**src/rtl/uart_tx_framer_if.sv**
```systemverilog
// Handshake and byte-stream signals between the control logic, the UART TX framer and the
// byte serializer.
interface uart_tx_framer_if;
  logic [63:0] send_data;
  logic        send_valid;
  logic        send_ready;
  logic        byte_ready;
  logic [7:0]  frame_data_out;
  logic        frame_data_ena;
  logic        tx_done;

  modport master (
    output send_data, send_valid, byte_ready,
    input  send_ready, frame_data_out, frame_data_ena, tx_done
  );

  modport slave (
    input  send_data, send_valid, byte_ready,
    output send_ready, frame_data_out, frame_data_ena, tx_done
  );
endinterface

```
**src/rtl/uart_tx_framer.sv**
```systemverilog
// UART command-link frame builder: EB 9C header, 8 payload bytes LSB first, optional
// additive checksum byte. One registered strobe per byte, paced by byte_ready.
module uart_tx_framer #(
  parameter bit CHECKSUM_EN = 1'b0
) (
  input logic             clk,
  input logic             rst_n,
  uart_tx_framer_if.slave bus
);

  typedef enum logic [2:0] {StIdle, StHdr0, StHdr1, StData, StChk} state_e;

  state_e      state_q, state_d;
  logic [63:0] shift_q, shift_d;
  logic [7:0]  acc_q, acc_d;
  logic [2:0]  cnt_q, cnt_d;
  logic        load_q, load_d;
  logic        ena_q, ena_d;
  logic [7:0]  out_q, out_d;
  logic        done_q, done_d;

  logic       idle;
  logic       accept;
  logic       issue;
  logic       advance;
  logic       last;
  logic [7:0] cur_byte;

  // State register
  always_ff @(posedge clk or negedge rst_n) begin
    if (!rst_n) begin
      state_q <= StIdle;
      shift_q <= '0;
      acc_q   <= '0;
      cnt_q   <= '0;
      load_q  <= 1'b0;
      ena_q   <= 1'b0;
      out_q   <= '0;
      done_q  <= 1'b0;
    end else begin
      state_q <= state_d;
      shift_q <= shift_d;
      acc_q   <= acc_d;
      cnt_q   <= cnt_d;
      load_q  <= load_d;
      ena_q   <= ena_d;
      out_q   <= out_d;
      done_q  <= done_d;
    end
  end

  // A state moves on at the edge after its strobe, so the state still names the byte that is
  // on the bus and send_ready only rises once the last strobe has gone.
  always_comb begin
    state_d = state_q;
    case (state_q)
      StIdle: if (accept) state_d = StHdr0;
      StHdr0: if (advance) state_d = StHdr1;
      StHdr1: if (advance) state_d = StData;
      StData: begin
        if (advance && cnt_q == 3'd7) state_d = CHECKSUM_EN ? StChk : StIdle;
      end
      StChk:  if (advance) state_d = StIdle;
      default: state_d = StIdle;
    endcase
  end

  // Output / control decode
  always_comb begin
    idle   = (state_q == StIdle);
    accept = bus.send_valid && idle;
    case (state_q)
      StHdr0:  cur_byte = 8'hEB;
      StHdr1:  cur_byte = 8'h9C;
      StData:  cur_byte = shift_q[7:0];
      StChk:   cur_byte = acc_q;
      default: cur_byte = 8'h00;
    endcase
    // load_q gives the freshly captured word one settling cycle before the first byte.
    issue   = !idle && bus.byte_ready && !ena_q && !load_q;
    advance = !idle && ena_q;
    last    = advance && ((state_q == StData && cnt_q == 3'd7 && !CHECKSUM_EN) ||
                          state_q == StChk);

    bus.send_ready     = idle;
    bus.frame_data_ena = ena_q;
    bus.frame_data_out = out_q;
    bus.tx_done        = done_q;
  end

  // Datapath next-state
  always_comb begin
    shift_d = shift_q;
    acc_d   = acc_q;
    cnt_d   = cnt_q;
    load_d  = accept;
    ena_d   = issue;
    out_d   = issue ? cur_byte : out_q;
    done_d  = last;
    if (accept) begin
      shift_d = bus.send_data;
      cnt_d   = 3'd0;
      acc_d   = 8'h00;
    end
    if (issue) begin
      acc_d = acc_q + cur_byte;
    end
    if (advance && state_q == StData) begin
      shift_d = shift_q >> 8;
      cnt_d   = cnt_q + 3'd1;
    end
  end

endmodule

```
**src/flat_wrapper.sv**
```systemverilog
// flat-port wrapper written by rule: the top's interface ports become plain ports
module uart_tx_framer_flat 
#(
  parameter bit CHECKSUM_EN = 1'b0
)
  (clk, rst_n, bus_send_data, bus_send_valid, bus_byte_ready, bus_send_ready, bus_frame_data_out, bus_frame_data_ena, bus_tx_done);
  uart_tx_framer_if bus_i ();
  input logic clk;
  input logic rst_n;
  input wire logic [$bits(bus_i.send_data)-1:0] bus_send_data;
  input wire logic [$bits(bus_i.send_valid)-1:0] bus_send_valid;
  input wire logic [$bits(bus_i.byte_ready)-1:0] bus_byte_ready;
  output wire logic [$bits(bus_i.send_ready)-1:0] bus_send_ready;
  output wire logic [$bits(bus_i.frame_data_out)-1:0] bus_frame_data_out;
  output wire logic [$bits(bus_i.frame_data_ena)-1:0] bus_frame_data_ena;
  output wire logic [$bits(bus_i.tx_done)-1:0] bus_tx_done;
  assign bus_i.send_data = bus_send_data;
  assign bus_i.send_valid = bus_send_valid;
  assign bus_i.byte_ready = bus_byte_ready;
  assign bus_send_ready = bus_i.send_ready;
  assign bus_frame_data_out = bus_i.frame_data_out;
  assign bus_frame_data_ena = bus_i.frame_data_ena;
  assign bus_tx_done = bus_i.tx_done;
  uart_tx_framer #(.CHECKSUM_EN(CHECKSUM_EN)) u_core (.clk(clk), .rst_n(rst_n), .bus(bus_i));
endmodule
```
**config.mk**
```make
export PLATFORM = sky130hd
export DESIGN_NAME = uart_tx_framer_flat
export DESIGN_NICKNAME = d
export VERILOG_FILES = /design/src/rtl/uart_tx_framer_if.sv /design/src/rtl/uart_tx_framer.sv /design/src/flat_wrapper.sv
export SDC_FILE = /design/constraint.sdc
export NUM_CORES = 1
export LEC_CHECK = 0
export ABC_AREA = 0
export BUFFER_PORTS_ARGS = -buffer_cell sky130_fd_sc_hd__buf_4
export CORE_MARGIN = 2
export CORE_UTILIZATION = 50
export DETAILED_ROUTE_END_ITERATION = 7
export GPL_ROUTABILITY_DRIVEN = 0
export PLACE_DENSITY = 0.83
export SLEW_MARGIN = 25
export SYNTH_ARGS = -nofsm -noshare
export SYNTH_HDL_FRONTEND = slang
export SYNTH_SLANG_ARGS = --single-unit
```
**constraint.sdc**
```tcl
create_clock -name clk -period 4.09 [get_ports clk]
set_input_delay 0.409 -clock clk [delete_from_list [all_inputs] [get_ports clk]]
set_output_delay 0.409 -clock clk [all_outputs]
set_load 0.02 [all_outputs]
```
# After elaboration in Yosys (flattened, before gate mapping)
# Cells that the tools add are included.
[op_classes] multipliers=0 reduce_logical=17 n_bitwise=0 n_shift=0 eq_ne=10 div=0 n_lt_le_gt_ge=0 add_sub_neg=2 mux=13
[ops] operator="$mux W64" count=2
[ops] operator="$pmux W8 S4" count=1
[ops] operator="$mux W3" count=7
[ops] operator="$mux W8" count=2
[ops] operator="$pmux W3 S5" count=1
[ops] operator="$ne A2 B1 Y1 const B" count=5
[ops] operator="$logic_and A1 B1 Y1" count=9
[ops] operator="$add A8 B8 Y8" count=1
[ops] operator="$eq A3 B2 Y1 const B" count=2
[ops] operator="$eq A3 B3 Y1 const B" count=2
[ops] operator="$reduce_and A5 Y1" count=1
[ops] operator="$reduce_bool A2 Y1" count=2
[ops] operator="$add A3 B1 Y3 const B" count=1
[ops] operator="$eq A3 B1 Y1 const B" count=1
[ops] operator="$logic_not A1 Y1" count=3
[ops] operator="$logic_not A3 Y1" count=1
[ops] operator="$logic_or A1 B1 Y1" count=1
[totals] ramBits=0 output_inout_bits=11 elab_cells=50 input_bits=68 latchBits=0 rom_bits=0 reg_bits=89 memories=0

# Longest topological paths before layout
# Gate-level depths: netlist of the first run.
[logic_depth] depth_word=6 ltp_mapped=9 depth_no_buf=7

# Worst setup path before layout of the first run
# OpenSTA, ideal clock, no wires.
[synth_path] kind="register to register" start="reg u_core.state_q[0]" end="reg u_core.state_q[1]" setup_slack_ns=2.254 arrival_ns=1.712 required_time_ns=3.965 synth_period_minus_slack_ns=1.836 path_buffers=0 setup_ns=0.125 path_stages_with_launch=7 path_cell_list="dfrtp_1 inv_1 ha_1 nor2b_1 nor3_1 o2bb2ai_1 mux2_2"
[synth_between] elab_chain_cells=6 elab_cells_between_ends=16 cone_classes="eq/ne (9); mux (1); reduce/logical (6)"
[synth_rtl] element="start: declaration" line_no="uart_tx_framer.sv:13" text="state_e state_q, state_d;"
[synth_rtl] element="start signal: assignment" line_no="uart_tx_framer.sv:32" text="state_q <= StIdle;"
[synth_rtl] element="start signal: assignment" line_no="uart_tx_framer.sv:41" text="state_q <= state_d;"
[synth_rtl] element="$logic_not A3 Y1 *" line_no="uart_tx_framer.sv:70" text="idle = (state_q == StIdle);"
[synth_rtl] element="named net bus_send_ready" line_no="flat_wrapper.sv:13" text="output wire logic [$bits(bus_i.send_ready)-1:0] bus_send_ready;"
[synth_rtl] element="$logic_not A1 Y1" line_no="uart_tx_framer.sv:81" text="advance = !idle && ena_q;"
[synth_rtl] element="$logic_and A1 B1 Y1" line_no="uart_tx_framer.sv:81"
[synth_rtl] element="$logic_and A1 B1 Y1" line_no="uart_tx_framer.sv:61" text="if (advance && cnt_q == 3'd7) state_d = CHECKSUM_EN ? StChk : StIdle;"
[synth_rtl] element="$ne A2 B1 Y1 (no line)"
[synth_rtl] element="$reduce_and A5 Y1 (no line)"
# The timed path passes the listed nets; every way through them passes the cells marked *.
# A chain may end at the register's enable or synchronous reset.

# Final worst setup path of the first run
[layout_path] start="reg u_core.state_q[1]" end="reg u_core.shift_q[26]"
[layout_between] elab_chain_cells=5 elab_cells_between_ends=8 cone_classes="eq/ne (1); mux (1); reduce/logical (6)"
[layout_rtl] element="$logic_not A3 Y1" line_no="uart_tx_framer.sv:70"
[layout_rtl] element="$logic_not A1 Y1" line_no="uart_tx_framer.sv:81"
[layout_rtl] element="$logic_and A1 B1 Y1" line_no="uart_tx_framer.sv:81"
[layout_rtl] element="$logic_and A1 B1 Y1" line_no="uart_tx_framer.sv:108" text="if (advance && state_q == StData) begin"
[layout_rtl] element="$mux W64 / $reduce_bool A2 Y1 (equally long branches)"
[layout_rtl] element="end signal: assignment" line_no="uart_tx_framer.sv:42" text="shift_q <= shift_d;"
[layout_rtl] element="end: declaration" line_no="uart_tx_framer.sv:14" text="logic [63:0] shift_q, shift_d;"
# Several ways; a longest one is shown, not always the timed one.

==> impl_metrics.tcl, run 1 <==
set metrics [dict create \
    ys_warn_count 0 \
    dp_hpwl_mm 5.05 \
    grt_max_degree 81 \
    syn_nets 428 \
    end_kind "flip-flop" \
    final_max_slew_viol_count 0 \
    rsz0062_at_grt "false" \
    synth.yosys.seq_area_share 0.575 \
    post-route-period-util 0.631 \
    critical_path_class "flip-flop to flip-flop" \
    vias 2775 \
    drc 0 \
    yosysTopAreaCell "dfrtp_1" \
    slew-limit-headroom 0.491 \
    clock_latency_ns 0.35 \
    cts_tree "yes" \
    drv_cap 0 \
    first_pass_iters 5 \
    worst_slew_pin_slew_ns 0.760 \
    synth_top_area_frac 0.575 \
    overflow 0 \
    start_util 0.516 \
    die_w_um 87.5 \
    hold_viol_final 0 \
    p_leak_nw 2.19 \
    setup_viol 0 \
    antenna_left 0 \
    fill_cells 558 \
    synth.most_common_cell "nand2_1" \
    clkSlewWorstSetupHoldPaths_ns 0.08 \
    wl_mm 7.67 \
    postSynthAreaPerCell_um2 9.87 \
    ys_ff_latch 80 \
    area_delta_synth_final_pct 22.6 \
    track_usage 0.218 \
    coreArea_mm2 0.00676 \
    cp_data_required_time_ns 4.38 \
    clockBufferDepth 2 \
    antenna_cells 0 \
    vias_per_cell 5.47 \
    io_pins 79 \
    wl_per_cell_um 15.1 \
    synthTopCellsByCount "nand2_1 (133), dfrtp_1 (80), a22oi_1 (55)" \
    fin_nets 497 \
    drtIter0Drc 213 \
    cts_setup_buffers 0 \
    powerDensity_mw_per_mm2 719 \
    synthTopCellsByArea "dfrtp_1 (57%), nand2_1 (14%), a22oi_1 (12%)" \
    drive_gt1_frac 0.241 \
    ctsResizeCount 0 \
    fin_crit_ns 2.58 \
    netlist_area_mm2 0.00348 \
    startpoint_type "flip-flop" \
    hold_ws_ns 0.0780 \
    ir_drop_v 0.000280 \
    path_max_fanout 35 \
    synthFlopType "dfrtp_1" \
    cp.arrival_ns 2.87 \
    ctsHtreeMaxLevel 3 \
    status "completed" \
    tns_ns 0 \
    synthCells 353 \
    antenna_found_initial 0 \
    async_flop_share 1.00 \
    fin_skew_ns 0.00812 \
    die_area_mm2 0.00765 \
    grt_pass1_wl_mm 12.9 \
    fp.dieH_um 87.5 \
    fmax_ghz 0.388 \
    root_buffer "clkbuf_8" \
    hp-class "input pin to async pin" \
    hold_buffers 0 \
    synth_edf_count 0 \
    cts_sinks 80 \
    cts_made_buffers 9 \
    portBuffers 78 \
    grt_pass1_vias 2747 \
    ys_types 27 \
    rows 30 \
]
[area by class of cell]
type                            count  area (µm²)  share of cell area
Timing Repair Buffer               82         619               0.145
Clock inverter                      5        78.8              0.0185
Tap cell                           80         100              0.0234
Multi-Input combinational cell    246        1320               0.308
Clock buffer                       11         141              0.0331
Inverter                            3        11.3             0.00264
Sequential cell                    80        2000               0.469
[flip-flops by register name, summed over array words and instances, names as in the netlist]
name,cells
u_core.cnt_q,3
u_core.shift_q,64
u_core.bus.frame_data_ena,1
u_core.load_q,1
u_core.bus.tx_done,1
u_core.bus.frame_data_out,8
u_core.state_q,2
[routing by layer]
layer | up-vias | share of wire | GRT usage
li1 | 1345 | - | -
met1 | 1317 | 0.45 | 0.315
met2 | 97 | 0.47 | 0.318
met3 | 16 | 0.062 | 0.0455
met4 | 0 | 0.020 | 0.0951
met5 | - | 0 | 0
[final timing paths]
kind                                    start                      endpoint  slack (ns)  cells after the start
setup / recovery            u_core.state_q[1]            u_core.shift_q[26]        1.51                      8
hold / removal                          rst_n  u_core.bus.frame_data_out[0]        0.08                      1
setup reg to reg            u_core.state_q[1]            u_core.shift_q[26]        1.51                      8
hold reg to reg            u_core.shift_q[39]            u_core.shift_q[39]        0.48                      2
max in group asynchronous               rst_n            u_core.shift_q[41]        3.51                      1
min in group clk            bus_send_data[30]            u_core.shift_q[30]        0.28                      3
[per-stage QoR]
stage	instance area (µm²)	power [mW]	utilization	std cells	setup WS (ns)
3_5_place_dp	4050	2.45	0.599	491	1.56
6_report	4270	3.07	0.632	507	1.51
5_1_grt	4270	3.32	0.632	507	1.21
2_1_floorplan	3480	2.15	-	353	2.25
4_1_cts	4270	3.10	0.631	507	1.50
3_3_place_gp	4050	2.38	0.599	491	1.71
[power by group]
part	internal, mW	leakage [nW]	switching (mW)
clock network	0.361	0.114	0.277
registers	1.15	0.999	0.219
logic	0.438	1.08	0.619
[worst max-delay path: stages, from the launching register on]
cell	delay [ns]
dfrtp_1	0.51
inv_1	0.14
ha_1	0.31
nand2_1	0.39
inv_2	0.10
nor2_4	0.62
buf_4	0.31
nand2_1	0.08
nand2_1	0.06
[cell usage in the layout, fill, tap and decap left out, types with 2 or more instances in the layout]
| cell | n |
|---|---|
| nand2_1 | 133 |
| bufinv_16 | 2 |
| a22oi_1 | 55 |
| a21oi_1 | 20 |
| mux2i_1 | 2 |
| clkinv_2 | 2 |
| nor2_1 | 10 |
| inv_1 | 2 |
| a31oi_1 | 2 |
| o21ai_0 | 3 |
| dfrtp_1 | 80 |
| buf_4 | 81 |
| ha_1 | 7 |
| clkbuf_8 | 10 |
| mux2_2 | 2 |
| nor2b_1 | 2 |
| a221oi_1 | 2 |
[kinds of logic after synthesis]
kind of cell / count (synthesis) / synth area share
simple gates: 151 / 0.175
fa+ha+maj: 7 / 0.0251
compound gates: 84 / 0.165
mux: 4 / 0.0122
flops: 80 / 0.575
buf+inv: 27 / 0.0478
Power figures use the tool's default switching activity.
==> run 2, diff against run 1 <==
--- a/config.mk
+++ b/config.mk
@@ -5,13 +5,13 @@
 export SDC_FILE = /design/constraint.sdc
 export NUM_CORES = 1
 export LEC_CHECK = 0
-export ABC_AREA = 0
+export ABC_AREA = 1
 export BUFFER_PORTS_ARGS = -buffer_cell sky130_fd_sc_hd__buf_4
 export CORE_MARGIN = 2
-export CORE_UTILIZATION = 50
+export CORE_UTILIZATION = 49
 export DETAILED_ROUTE_END_ITERATION = 7
 export GPL_ROUTABILITY_DRIVEN = 0
-export PLACE_DENSITY = 0.83
+export PLACE_DENSITY = 0.84
 export SLEW_MARGIN = 25
 export SYNTH_ARGS = -nofsm -noshare
 export SYNTH_HDL_FRONTEND = slang
==> constraint.sdc (replaced) <==
create_clock -name clk -period 2.2 [get_ports clk]
set_input_delay 0.22 -clock clk [delete_from_list [all_inputs] [get_ports clk]]
set_output_delay 0.22 -clock clk [all_outputs]
set_load 0.02 [all_outputs]
==> run 2 against run 1 <==
  * Sequential power grew 87%
  * First-iteration DRC count up 92%
  * Register-to-register slack got worse by 1.2 ns
  * Sequential share of layout area shrank 3.0 points
  * Cell count rose by 22%
  * Clock skew barely moved
  * Worst setup slack worse by 1.2 ns
  * Total power increased by 88%
  * Largest cell class unchanged
  * Highest routed layer unchanged
==> impl_metrics.tcl, run 2 <==
set metrics [dict create \
    clockBufferDepth 2 \
    ctsHtreeMaxLevel 3 \
    synth.most_common_cell "nand2_1" \
    post-route-period-util 0.859 \
    drive_gt1_frac 0.198 \
    track_usage 0.213 \
    cts_setup_buffers 0 \
    rsz0062_at_grt "false" \
    cp.arrival_ns 2.17 \
    cp_data_required_time_ns 2.48 \
    clkSlewWorstSetupHoldPaths_ns 0.08 \
    start_util 0.507 \
    drtIter0Drc 409 \
    clock_latency_ns 0.35 \
    final.setup.worst_slack_ns 0.309 \
    cts_sinks 80 \
    clkPwrFrac 0.218 \
    yosysTopAreaCell "dfrtp_1" \
    synth.yosys.seq_area_share 0.542 \
    synthCells 449 \
    critical_path_class "flip-flop to flip-flop" \
    grt_max_degree 81 \
    end_kind "flip-flop" \
    slew-limit-headroom 0.524 \
    wl_mm 8.45 \
    die_w_um 90.8 \
    finalCoreUtilization 0.626 \
    p_leak_nw 2.33 \
    synthFlopType "dfrtp_1" \
    final_cell_mix "nand2_1 (183), nand3_1 (121), dfrtp_1 (80)" \
    ir_drop_v 0.000545 \
    overflow 0 \
    cts_made_buffers 9 \
    netlist_area_mm2 0.00369 \
    postSynthAreaPerCell_um2 8.23 \
    hp-class "input pin to flip-flop" \
    cts_tree "yes" \
    die_area_mm2 0.00825 \
    startpoint_type "flip-flop" \
    first_pass_iters 5 \
    fin_crit_ns 1.89 \
    p_int_mw 3.70 \
    p_seq_frac 0.443 \
    drc 0 \
    ys_types 17 \
    vias 3307 \
    dp_hpwl_mm 5.53 \
    pwr-share-comb 0.340 \
    wl_per_cell_um 13.6 \
    area_delta_synth_final_pct 23.5 \
    setup_viol 0 \
    syn_nets 524 \
    synthTopCellsByCount "nand2_1 (184), nand3_1 (121), dfrtp_1 (80)" \
    status "completed" \
    hold_ws_ns 0.0848 \
    final_common_cell "nand2_1" \
    fin_nets 592 \
    antenna_cells 0 \
    grt_pass1_vias 3094 \
    rows 31 \
    async_flop_share 1.00 \
    regMostFlops "u_core.shift_q" \
    p_total_mw 5.78 \
    powerDensity_mw_per_mm2 1270 \
    pre_cts_ws_ns 0.340 \
    portBuffers 78 \
    ys_warn_count 0 \
    largest_reg_flops 64 \
    path_max_fanout 22 \
    vias_per_cell 5.34 \
    grt_pass1_wl_mm 14.1 \
    fin_skew_ns 0.00779 \
    hold_viol_final 0 \
    switching_share 0.359 \
    final_max_slew_viol_count 0 \
    ctsResizeCount 0 \
    synth_edf_count 0 \
    coreArea_mm2 0.00729 \
    synthTopCellsByArea "dfrtp_1 (54%), nand2_1 (19%), nand3_1 (16%)" \
    tns_ns 0 \
    synth_top_area_frac 0.542 \
    fp.dieH_um 90.8 \
    io_pins 79 \
    drv_cap 0 \
    fmax_ghz 0.529 \
    antenna_left 0 \
    ys_ff_latch 80 \
    power.switching_mw 2.07 \
    root_buffer "clkbuf_8" \
    worst_slew_pin_slew_ns 0.713 \
    antenna_found_initial 0 \
]
==> run 2: cell types whose count changed after synthesis, sizes merged, moves of 4 or more <==
cell / delta
clkbuf: -7
a21oi: -12
nor2: -4
inv: +8
nand2: +52
buf: +10
a22oi: -55
nand3: +122
==> run 2: critical path, cell delays in order, from the launching register on <==
cell and delay (ns):
dfrtp_1 0.47, inv_1 0.14, ha_1 0.30, nand2_2 0.13, inv_2 0.32, buf_4 0.29, nand2_1 0.07, nand3_1 0.09
==> run 2: repair_timing <==
action,4_1_cts,5_1_grt
hold buffers,0,1
hold endpoints to repair,0,80
setup endpoints to repair,0,0
==> run 2: final cells by class <==
class	count	area, µm²
clock buffers	10	128
clock inverters	4	95.1
fillers	661	2730
inverters	12	45.0
multi-input cells	330	1480
flip-flops and latches	80	2000
well taps	99	124
repair buffers	84	687
==> run 2: cell families after synthesis <==
group | synth area share
AND/OR/NAND/NOR | 0.363
adder cells (fa/ha/maj) | 0.0237
buffers and inverters | 0.0593
flip-flops | 0.542
AO/OA/AOI/OAI | 0.0122
==> run 2: routing by layer <==
metal	global-route usage	up-vias	wire length [µm]
li1	-	1588	-
met1	0.282	1568	3560
met2	0.345	134	4180
met3	0.0351	17	518
met4	0.0960	0	187
met5	0	-	0
==> run 2: path summary, 6_finish.rpt <==
kind / slack, ns / from / depth (start not counted) / end
max: 0.31 / u_core.state_q[0] / 7 / u_core.shift_q[21]
min: 0.08 / bus_send_data[52] / 3 / u_core.shift_q[52]
max reg2reg: 0.31 / u_core.state_q[0] / 7 / u_core.shift_q[21]
min reg2reg: 0.48 / u_core.bus.frame_data_out[4] / 2 / u_core.bus.frame_data_out[4]
max in group asynchronous: 1.24 / rst_n / 2 / u_core.shift_q[8]
min in group asynchronous: 0.47 / rst_n / 2 / u_core.bus.tx_done
==> run 2: power by group through the flow <==
stage,clock network (mW),registers (mW),logic (mW)
after floorplan,0,2.55,1.38
after global placement,0,2.54,1.88
after detailed placement,0,2.58,1.97
after CTS,1.27,2.55,1.98
after global routing,1.33,2.64,2.26
final,1.26,2.56,1.96
==> run 2: through the flow <==
stage | instance area, µm² | cells
after floorplan | 3690 | 449
after global placement | 4330 | 604
after detailed placement | 4330 | 604
after CTS | 4550 | 618
after global routing | 4560 | 619
final | 4560 | 619
==> run 3, diff against run 2 <==
--- a/config.mk
+++ b/config.mk
@@ -8,10 +8,10 @@
 export ABC_AREA = 1
 export BUFFER_PORTS_ARGS = -buffer_cell sky130_fd_sc_hd__buf_4
 export CORE_MARGIN = 2
-export CORE_UTILIZATION = 49
+export CORE_UTILIZATION = 50
 export DETAILED_ROUTE_END_ITERATION = 7
 export GPL_ROUTABILITY_DRIVEN = 0
-export PLACE_DENSITY = 0.84
+export PLACE_DENSITY = 0.82
 export SLEW_MARGIN = 25
 export SYNTH_ARGS = -nofsm -noshare
 export SYNTH_HDL_FRONTEND = slang
==> constraint.sdc (replaced) <==
create_clock -name clk -period 1.85 [get_ports clk]
set_input_delay 0.185 -clock clk [delete_from_list [all_inputs] [get_ports clk]]
set_output_delay 0.185 -clock clk [all_outputs]
set_load 0.02 [all_outputs]
==> run 3 against run 2 <==
  * Via count fell by 0.97%
  * Count of clock-buffer cells in the layout did not move
  * Cell area rose by 1.6%
  * Core utilization rose by 1.7 points
  * Worst setup slack got worse by 0.15 ns
  * First-iteration DRC count fell by 43%
  * Hold slack got worse by 0.047 ns
  * Register-to-register slack got worse by 0.15 ns
  * Cell count rose by 1.3%
  * Critical endpoint is now u_core.shift_q[59]
==> impl_metrics.tcl, run 3 (synthesis results as in run 2) <==
set metrics [dict create \
    startpoint_type "flip-flop" \
    fill_cells 639 \
    portBuffers 78 \
    worst_slew_pin_slew_ns 0.583 \
    wl_mm 8.68 \
    root_buffer "clkbuf_8" \
    fin_nets 599 \
    register_area_mm2 0.00200 \
    final_max_slew_viol_count 0 \
    fmax_ghz 0.591 \
    drc 0 \
    hold_viol_final 0 \
    hp-start "bus_send_data[43]" \
    path_max_fanout 49 \
    cts_setup_buffers 0 \
    cts_made_buffers 9 \
    die_w_um 90.0 \
    critical_path_class "flip-flop to flip-flop" \
    slew-limit-headroom 0.611 \
    overflow 0 \
    power.switching_mw 2.52 \
    start_util 0.512 \
    clock_latency_ns 0.36 \
    coreArea_mm2 0.00721 \
    track_usage 0.222 \
    pre_cts_ws_ns 0.149 \
    p_seq_frac 0.440 \
    wl_per_cell_um 13.8 \
    clkSlewWorstSetupHoldPaths_ns 0.08 \
    vias_per_cell 5.22 \
    reg2reg_from "u_core.state_q[1]" \
    tns_ns 0 \
    end_kind "flip-flop" \
    rr_endpoint "u_core.shift_q[59]" \
    p_leak_nw 2.37 \
    rows 31 \
    whs_path_depth 3 \
    clkPwrFrac 0.206 \
    placed_area_mm2 0.00440 \
    drv_cap 0 \
    regMostFlops "u_core.shift_q" \
    final.setup.worst_slack_ns 0.159 \
    r2r_slack_ns 0.16 \
    vias 3275 \
    final_common_cell "nand2_1" \
    rsz0062_at_grt "false" \
    area_delta_synth_final_pct 25.4 \
    cp.arrival_ns 1.97 \
    post-route-period-util 0.914 \
    largest_reg_flops 64 \
    antenna_found_initial 0 \
    powerDensity_mw_per_mm2 1490 \
    critPathLaunch "u_core.state_q[1]" \
    setup_viol 0 \
    cts_sinks 80 \
    design_area_mm2 0.00463 \
    grt_max_degree 60 \
    grt_pass1_wl_mm 14.6 \
    ctsHtreeMaxLevel 3 \
    die_area_mm2 0.00809 \
    antenna_left 0 \
    io_pins 79 \
    fp.dieH_um 90.0 \
    grt_pass1_vias 3163 \
    drive_gt1_frac 0.214 \
    dp_hpwl_mm 5.97 \
    hp-class "input pin to flip-flop" \
    final_cell_mix "nand2_1 (183), nand3_1 (121), buf_4 (84)" \
    cts_tree "yes" \
    status "completed" \
    multi_input_area_mm2 0.00148 \
    antenna_cells 0 \
    switching_share 0.366 \
    hold_end "u_core.shift_q[43]" \
    cp_data_required_time_ns 2.12 \
    fin_skew_ns 0.00934 \
    p_int_mw 4.36 \
    first_pass_iters 4 \
    fin_crit_ns 1.69 \
    r2r_cells 7 \
    pwr-share-comb 0.353 \
    drtIter0Drc 235 \
    clockBufferDepth 2 \
    ir_drop_v 0.000705 \
]
[run 3: cell count changes in the layout (fill, tap and decap cells not counted), sizes merged]
| cell | previous run | this run |
|---|---|---|
| buf | 83 | 90 |
| clkinv | 2 | 3 |
| bufinv | 3 | 2 |
| clkinvlp | 0 | 1 |
[run 3: worst max path at each step]
stage	slack, ns	depth (start not counted)	to
global route	0.02	9	u_core.shift_q[25]
floorplan	0.20	7	u_core.shift_q[0]
global placement	0.24	9	u_core.shift_q[25]
detailed placement	0.15	7	u_core.shift_q[59]
CTS	0.08	7	u_core.shift_q[59]
finish	0.16	7	u_core.shift_q[59]
[run 3: layer usage]
| metal | track usage | up-vias | part of all wire |
|---|---|---|---|
| li1 | - | 1605 | - |
| met1 | 0.292 | 1543 | 0.40 |
| met2 | 0.365 | 113 | 0.51 |
| met3 | 0.0520 | 14 | 0.072 |
| met4 | 0.0769 | 0 | 0.016 |
| met5 | 0 | - | 0 |
[run 3: layout make-up]
class | instances | share of cell area
clock buffers | 10 | 0.0297
clock inverters | 5 | 0.0175
inverters | 12 | 0.00972
multi-input cells | 330 | 0.320
flip-flops and latches | 80 | 0.432
well taps | 99 | 0.0267
repair buffers | 91 | 0.164
[run 3: critical path: stages (launching register included)]
cell,delay [ns]
dfrtp_1,0.43
inv_1,0.12
ha_2,0.27
nand2_2,0.18
inv_2,0.13
buf_12,0.22
nand2_1,0.09
a21oi_1,0.15
[run 3: through the flow]
| step | utilization | cells | total power, mW | hold slack, ns |
|---|---|---|---|---|
| final | 0.642 | 627 | 6.88 | 0.0378 |
| after global routing | 0.642 | 627 | 7.40 | 0.0453 |
| after CTS | 0.642 | 627 | 6.92 | 0.0312 |
| after detailed placement | 0.610 | 611 | 5.50 | 0.225 |
| after global placement | 0.610 | 611 | 5.35 | 0.224 |
| after floorplan | - | 449 | 4.67 | -0.111 |
[run 3: power groups by stage]
stage,clock [mW],combinational (mW),sequential [mW]
after CTS,1.43,2.46,3.03
after global routing,1.51,2.77,3.12
after detailed placement,0,2.44,3.07
after floorplan,0,1.64,3.03
after global placement,0,2.33,3.02
final,1.42,2.43,3.03
[run 3: what timing repair did]
item	in CTS	in global routing
resized for setup	0	1
setup endpoints to repair	0	8
hold buffers	1	0
endpoints found under the hold margin	43	0
